**src/rtl/uart_pkg.sv**
```systemverilog
// Shared types and helpers for the UART receive path.
package uart_pkg;

    typedef enum logic [1:0] {
        PAR_NONE = 2'd0,
        PAR_EVEN = 2'd1,
        PAR_ODD  = 2'd2
    } parity_mode_e;

    typedef enum logic [2:0] {
        IDLE,
        START,
        DATA,
        PARITY,
        STOP
    } rx_state_e;

    localparam int DEF_DATA_BITS   = 8;
    localparam int DEF_PARITY_MODE = 1;
    localparam int DEF_STOP_BITS   = 1;
    localparam int FRAME_BITS      = 1 + DEF_DATA_BITS + ((DEF_PARITY_MODE != 0) ? 1 : 0) + DEF_STOP_BITS;

    // Expected parity bit for a word; narrower words are zero-extended, which leaves the XOR unchanged.
    function automatic logic calc_parity(input logic [8:0] data, input parity_mode_e mode);
        case (mode)
            PAR_EVEN: return ^data;
            PAR_ODD:  return ~^data;
            default:  return 1'b0;
        endcase
    endfunction

endpackage

```
**src/rtl/uart_rx_sync.sv**
```systemverilog
// Purpose: 2-flop synchroniser for the rx pin with falling-edge pulse.
// Latency: 2 cycles pin to rx_sync, fall pulse the cycle the synced value drops.
// Backpressure: none, free-running.
module uart_rx_sync (
    input  logic clk,
    input  logic rst,
    input  logic rx_async,
    output logic rx_sync,
    output logic rx_fall
);

    logic       rx_meta;
    logic       rx_prev;
    logic [2:0] fill;

    always_ff @(posedge clk) begin
        if (rst) begin
            rx_meta <= 1'b1;
            rx_sync <= 1'b1;
            rx_prev <= 1'b1;
            fill    <= 3'b000;
        end else begin
            rx_meta <= rx_async;
            rx_sync <= rx_meta;
            rx_prev <= rx_sync;
            fill    <= {fill[1:0], 1'b1};
        end
    end

    // Edges are ignored until the pipeline holds real pin samples, so a line
    // already low at reset release does not look like a start bit.
    assign rx_fall = fill[2] & rx_prev & ~rx_sync;

endmodule

```
**src/rtl/uart_rx_frame.sv**
```systemverilog
// Purpose: UART receiver, configurable width/parity/stop bits; UART_RX_MAJORITY_EN selects 2-of-3 bit voting.
// Latency: o_valid rises 1 cycle after the stop-bit decision (decision lands 1 cycle after mid-bit).
// Backpressure: valid/ready; a frame completing while a word is held unaccepted is dropped with o_overrun.
module uart_rx_frame
    import uart_pkg::*;
#(
    parameter int CLKS_PER_BIT = 32,
    parameter int DATA_BITS    = 8,
    parameter int PARITY_MODE  = 1,
    parameter int STOP_BITS    = 1
) (
    input  logic                 clk,
    input  logic                 rst,
    input  logic                 i_rx,
    output logic [DATA_BITS-1:0] o_data,
    output logic                 o_valid,
    input  logic                 i_ready,
    output logic                 o_parity_err,
    output logic                 o_frame_err,
    output logic                 o_overrun,
    output logic                 o_busy
);

    localparam int                CW    = $clog2(CLKS_PER_BIT);
    localparam logic [CW-1:0]     HALF  = CW'(CLKS_PER_BIT / 2 - 1);
    localparam logic [CW-1:0]     FULL  = CW'(CLKS_PER_BIT - 1);
    localparam parity_mode_e      PMODE = parity_mode_e'(2'(PARITY_MODE));

    logic                 rx_s;
    logic                 rx_fall;
    logic                 bit_val;
    rx_state_e            state;
    logic [CW-1:0]        cnt;
    logic [3:0]           bit_idx;
    logic [DATA_BITS-1:0] shreg;
    logic                 par_err;
    logic                 frm_err;
    logic                 done;

    uart_rx_sync u_sync (
        .clk      (clk),
        .rst      (rst),
        .rx_async (i_rx),
        .rx_sync  (rx_s),
        .rx_fall  (rx_fall)
    );

    // Decisions are taken one cycle after mid-bit in both builds: rx_s is the
    // +1 sample and the history holds the centre (and -1) samples.
`ifdef UART_RX_MAJORITY_EN
    logic [1:0] hist;
    always_ff @(posedge clk) begin
        if (rst) hist <= 2'b11;
        else     hist <= {hist[0], rx_s};
    end
    assign bit_val = (hist[1] & hist[0]) | (hist[1] & rx_s) | (hist[0] & rx_s);
`else
    logic hist;
    always_ff @(posedge clk) begin
        if (rst) hist <= 1'b1;
        else     hist <= rx_s;
    end
    assign bit_val = hist;
`endif

    always_ff @(posedge clk) begin
        if (rst) begin
            state        <= IDLE;
            cnt          <= '0;
            bit_idx      <= '0;
            shreg        <= '0;
            par_err      <= 1'b0;
            frm_err      <= 1'b0;
            done         <= 1'b0;
            o_data       <= '0;
            o_valid      <= 1'b0;
            o_parity_err <= 1'b0;
            o_frame_err  <= 1'b0;
            o_overrun    <= 1'b0;
            o_busy       <= 1'b0;
        end else begin
            done      <= 1'b0;
            o_overrun <= 1'b0;

            if (done) begin
                if (!o_valid || i_ready) begin
                    o_data       <= shreg;
                    o_parity_err <= par_err;
                    o_frame_err  <= frm_err;
                    o_valid      <= 1'b1;
                end else begin
                    o_overrun    <= 1'b1;
                end
            end else if (o_valid && i_ready) begin
                o_valid      <= 1'b0;
                o_parity_err <= 1'b0;
                o_frame_err  <= 1'b0;
            end

            case (state)
                IDLE: begin
                    if (rx_fall) begin
                        state  <= START;
                        cnt    <= HALF;
                        o_busy <= 1'b1;
                    end
                end
                START: begin
                    if (cnt != '0) begin
                        cnt <= cnt - 1'b1;
                    end else if (bit_val) begin
                        state  <= IDLE;
                        o_busy <= 1'b0;
                    end else begin
                        state   <= DATA;
                        cnt     <= FULL;
                        bit_idx <= '0;
                        par_err <= 1'b0;
                        frm_err <= 1'b0;
                    end
                end
                DATA: begin
                    if (cnt != '0) begin
                        cnt <= cnt - 1'b1;
                    end else begin
                        shreg <= {bit_val, shreg[DATA_BITS-1:1]};
                        cnt   <= FULL;
                        if (bit_idx == 4'(DATA_BITS - 1)) begin
                            bit_idx <= '0;
                            state   <= (PARITY_MODE != 0) ? PARITY : STOP;
                        end else begin
                            bit_idx <= bit_idx + 1'b1;
                        end
                    end
                end
                PARITY: begin
                    if (cnt != '0) begin
                        cnt <= cnt - 1'b1;
                    end else begin
                        par_err <= (bit_val != calc_parity(9'(shreg), PMODE));
                        cnt     <= FULL;
                        state   <= STOP;
                    end
                end
                STOP: begin
                    if (cnt != '0) begin
                        cnt <= cnt - 1'b1;
                    end else begin
                        if (!bit_val) frm_err <= 1'b1;
                        if (bit_idx == 4'(STOP_BITS - 1)) begin
                            // Back to IDLE now so a start edge half a bit later is caught.
                            state   <= IDLE;
                            o_busy  <= 1'b0;
                            done    <= 1'b1;
                            bit_idx <= '0;
                        end else begin
                            bit_idx <= bit_idx + 1'b1;
                            cnt     <= FULL;
                        end
                    end
                end
                default: begin
                    state  <= IDLE;
                    o_busy <= 1'b0;
                end
            endcase
        end
    end

endmodule

```
**config.mk**
```make
export PLATFORM = sky130hd
export DESIGN_NAME = uart_rx_frame
export DESIGN_NICKNAME = d
export VERILOG_FILES = /design/src/rtl/uart_pkg.sv /design/src/rtl/uart_rx_sync.sv /design/src/rtl/uart_rx_frame.sv
export SDC_FILE = /design/constraint.sdc
export NUM_CORES = 1
export LEC_CHECK = 0
export CORE_MARGIN = 5
export CORE_UTILIZATION = 45
export CTS_BUF_LIST = sky130_fd_sc_hd__clkbuf_16
export CTS_CLUSTER_DIAMETER = 40
export CTS_CLUSTER_SIZE = 8
export DETAILED_ROUTE_END_ITERATION = 6
export PLACE_DENSITY = 0.68
export RECOVER_POWER = 25
export SKIP_CTS_REPAIR_TIMING = 1
export SLEW_MARGIN = 20
export SYNTH_ARGS = -nofsm -noshare
export SYNTH_HDL_FRONTEND = slang
export SYNTH_SLANG_ARGS = --single-unit
```
**constraint.sdc**
```tcl
create_clock -name clk -period 5.9 [get_ports clk]
set_input_delay 1.18 -clock clk [delete_from_list [all_inputs] [get_ports clk]]
set_output_delay 1.18 -clock clk [all_outputs]
set_load 0.01 [all_outputs]
```
==> impl_metrics.ini <==
[drt]
dr.pass1.iters = 4
highest_layer = met4
wl_met3_um = 146
wl_met2_um = 1640
routed_wl_um = 3740
vias = 1549
wl_per_cell_um = 13.1
drt_iter0_drc = 101
wl_met1_um = 1890
via_per_inst = 5.44
drcViolationCount = 0
drtAntennaViolNets = 0

[power_and_ir_drop]
clockPowerShare_pct = 45.4
p_seq_share_pct = 50.1
intPower_mw = 0.452
netSwitchingFraction_pct = 21.8
ir_drop_mv = 0.210
p_comb_share_pct = 4.5
p_per_area_nw_per_um2 = 262
power.switching_mw = 0.126
total_leakage_power_nw = 0.779

[critical_path]
crit_required_ns = 6.00
crit_arrival_ns = 3.35
start_kind = primary input
r2r-start = cnt[0]
crit_path_end_kind = register
worstSetupPathType = primary input to register
crit_start = rst
path_max_fanout = 41

[global_route]
grt_pass1_vias = 1412
grt_max_degree = 42
grt_use_total_pct = 14.6
gr-total-overflow = 0
antenna_found_initial = 0
grt_first_pass_wirelength_um = 6330

[timing]
fmax_mhz = 308
min_period_over_period_pct = 55.1
slew-limit-headroom_pct = -12.8
period_minus_slack_ns = 3.25
slew_violations = 42
finalSetupTns_ns = 0
tightestPinTransition_ns = 1.69
fin_ws_ns = 2.65
rsz0062_at_grt = no
finClkSkew_ns = 0.00283
final_hold_viol_count = 0
setup_violations = 0

[outcome]
status = complete, but fails checks
violations = capacitance limit, slew limit

[floorplanning]
die_area_um2 = 5640
core_um2 = 4060
die_h_um = 75.1
row_count = 23
ios = 17
start_util_pct = 47.0
die_w_um = 75.1

[synthesis]
ys.flop_type = dfxtp_1
synth_top_area_share_pct = 44.1
syn_area_um2 = 1910
synth.ff_latch_count = 42
syn-mean-instance-area_um2 = 8.52
yosysTopAreaCell = dfxtp_1
synth_cell_types = 44
syn_inst = 224
async_flop_share_pct = 0
ys_top_cells_by_area = dfxtp_1, a21oi_1, mux2i_1, nor2_1, nand3_1
yosysWarnings = 0
seq_area_frac_synth_pct = 44.1
synth_edf_count = 0
synthesis.nets = 231

[clock_network]
clockBufferDepth = 2
clkLatencyLatePin_ns = 0.28
cts_made_buffers = 5
htreeDepth = 2
clk_pin_slew_ns = 0.06
cts_tree = done
clock-sinks = 42
root_buffer = clkbuf_16

[placement]
io_buffers = 16
hpwl_um = 2510
place_congestion = 0.742
pre_cts_slack_ns = 3.28
place_area_um2 = 2070

[hold_path]
min-delay-start = u_sync.rx_meta
hold_path.class = register to register

[finish]
final_util_pct = 54.4
layout.nets = 241
drive_gt1_share_pct = 5.53
area_delta_synth_final_pct = 15.7
nFillCells = 402
fin_area_um2 = 2210
antenna_cells = 0

[job]
drv_cap = 1
-- power groups by stage --
| stage | combinational (mW) | clock, mW | sequential [mW] |
|---|---|---|---|
| finish | 0.0259 | 0.262 | 0.290 |
| global route | 0.0291 | 0.281 | 0.290 |
| CTS | 0.0264 | 0.270 | 0.290 |
| detailed placement | 0.0264 | 0 | 0.296 |
| global placement | 0.0264 | 0 | 0.296 |
| floorplan | 0.0238 | 0 | 0.294 |
-- registers in the layout (all words and copies together) (netlist names), 3 cells and up --
signal       count
u_sync.fill      3
o_data           8
bit_idx          4
state            3
cnt              5
shreg            8
-- cell families (layout without fill, tap and decap cells) --
group           count (synthesis)  count (layout)  synth area share (%)
compound gates                 42              42                  12.9
xor+xnor                        8               8                  3.67
fa+ha+maj                       3               3                  1.97
buf+inv                        22              33                  5.11
flops                          42              42                  44.1
mux                             9               9                  4.72
simple gates                   98              98                  27.5
-- cell usage in the layout (no fill, tap or decap), drive strengths merged, types with 2 or more instances in the layout --
| cell type | netlist | routed |
|---|---|---|
| a21oi | 22 | 22 |
| clkdlybuf4s50 | 0 | 15 |
| nand3 | 16 | 16 |
| or2 | 3 | 3 |
| a32oi | 3 | 3 |
| inv | 8 | 8 |
| nor3 | 11 | 11 |
| o21ai | 8 | 8 |
| dfxtp | 42 | 42 |
| nand4 | 2 | 2 |
| nand2 | 19 | 19 |
| a21boi | 2 | 2 |
| mux2i | 9 | 9 |
| nor2b | 3 | 3 |
| nor4bb | 2 | 2 |
| xnor2 | 7 | 7 |
| ha | 3 | 3 |
| clkinv | 0 | 2 |
| o31ai | 2 | 2 |
| clkbuf | 9 | 6 |
| nand2b | 5 | 5 |
| nor2 | 23 | 23 |
| or3 | 3 | 3 |
| nor4b | 2 | 2 |
-- final timing paths --
check                                       to  slack [ns]  depth (start not counted)
worst max-delay path                   par_err        2.65                          5
worst min-delay path            u_sync.rx_sync        0.41                          1
worst max register to register          cnt[2]        3.61                          7
worst min register to register  u_sync.rx_sync        0.41                          1
-- worst max-delay path, stage by stage --
cell and delay [ns]:
dlygate4sd3_1 0.52, clkbuf_1 1.22, a21oi_1 0.16, nand3_1 0.18, o31ai_1 0.08
-- metal layers --
layer / global-route usage (%) / vias up
li1: - / 799
met1: 20.1 / 719
met2: 21.6 / 25
met3: 4.01 / 6
met4: 5.93 / 0
met5: 0 / -
-- layout make-up --
| cell class | instances | area, um2 | share of cell area (%) |
|---|---|---|---|
| clock buffer | 5 | 125 | 5.67 |
| tap | 50 | 62.6 | 2.83 |
| sequential | 42 | 841 | 38.1 |
| inverter | 8 | 30.0 | 1.36 |
| clock inverter | 3 | 16.3 | 0.737 |
| multi-input combinational | 160 | 970 | 43.9 |
| timing repair buffer | 17 | 164 | 7.42 |
-- through the flow --
| step | hold WS [ns] | instances | power, mW |
|---|---|---|---|
| after floorplan | 0.389 | 224 | 0.318 |
| after global placement | 0.398 | 277 | 0.322 |
| after detailed placement | 0.393 | 277 | 0.322 |
| after CTS | 0.408 | 285 | 0.586 |
| after global routing | 0.434 | 285 | 0.600 |
| final | 0.407 | 285 | 0.578 |
-- Yosys cell counts, types with 3 or more instances --
master    number
dfxtp_1       42
nor2_1        23
a21oi_1       22
nand2_1       19
nand3_1       16
nor3_1        10
clkbuf_1       9
mux2i_1        9
inv_1          8
xnor2_1        7
o21ai_0        6
nand2b_1       5
a32oi_1        3
buf_1          3
ha_1           3
nor2b_1        3
or3_1          3
(Power assumes the default switching activity.)
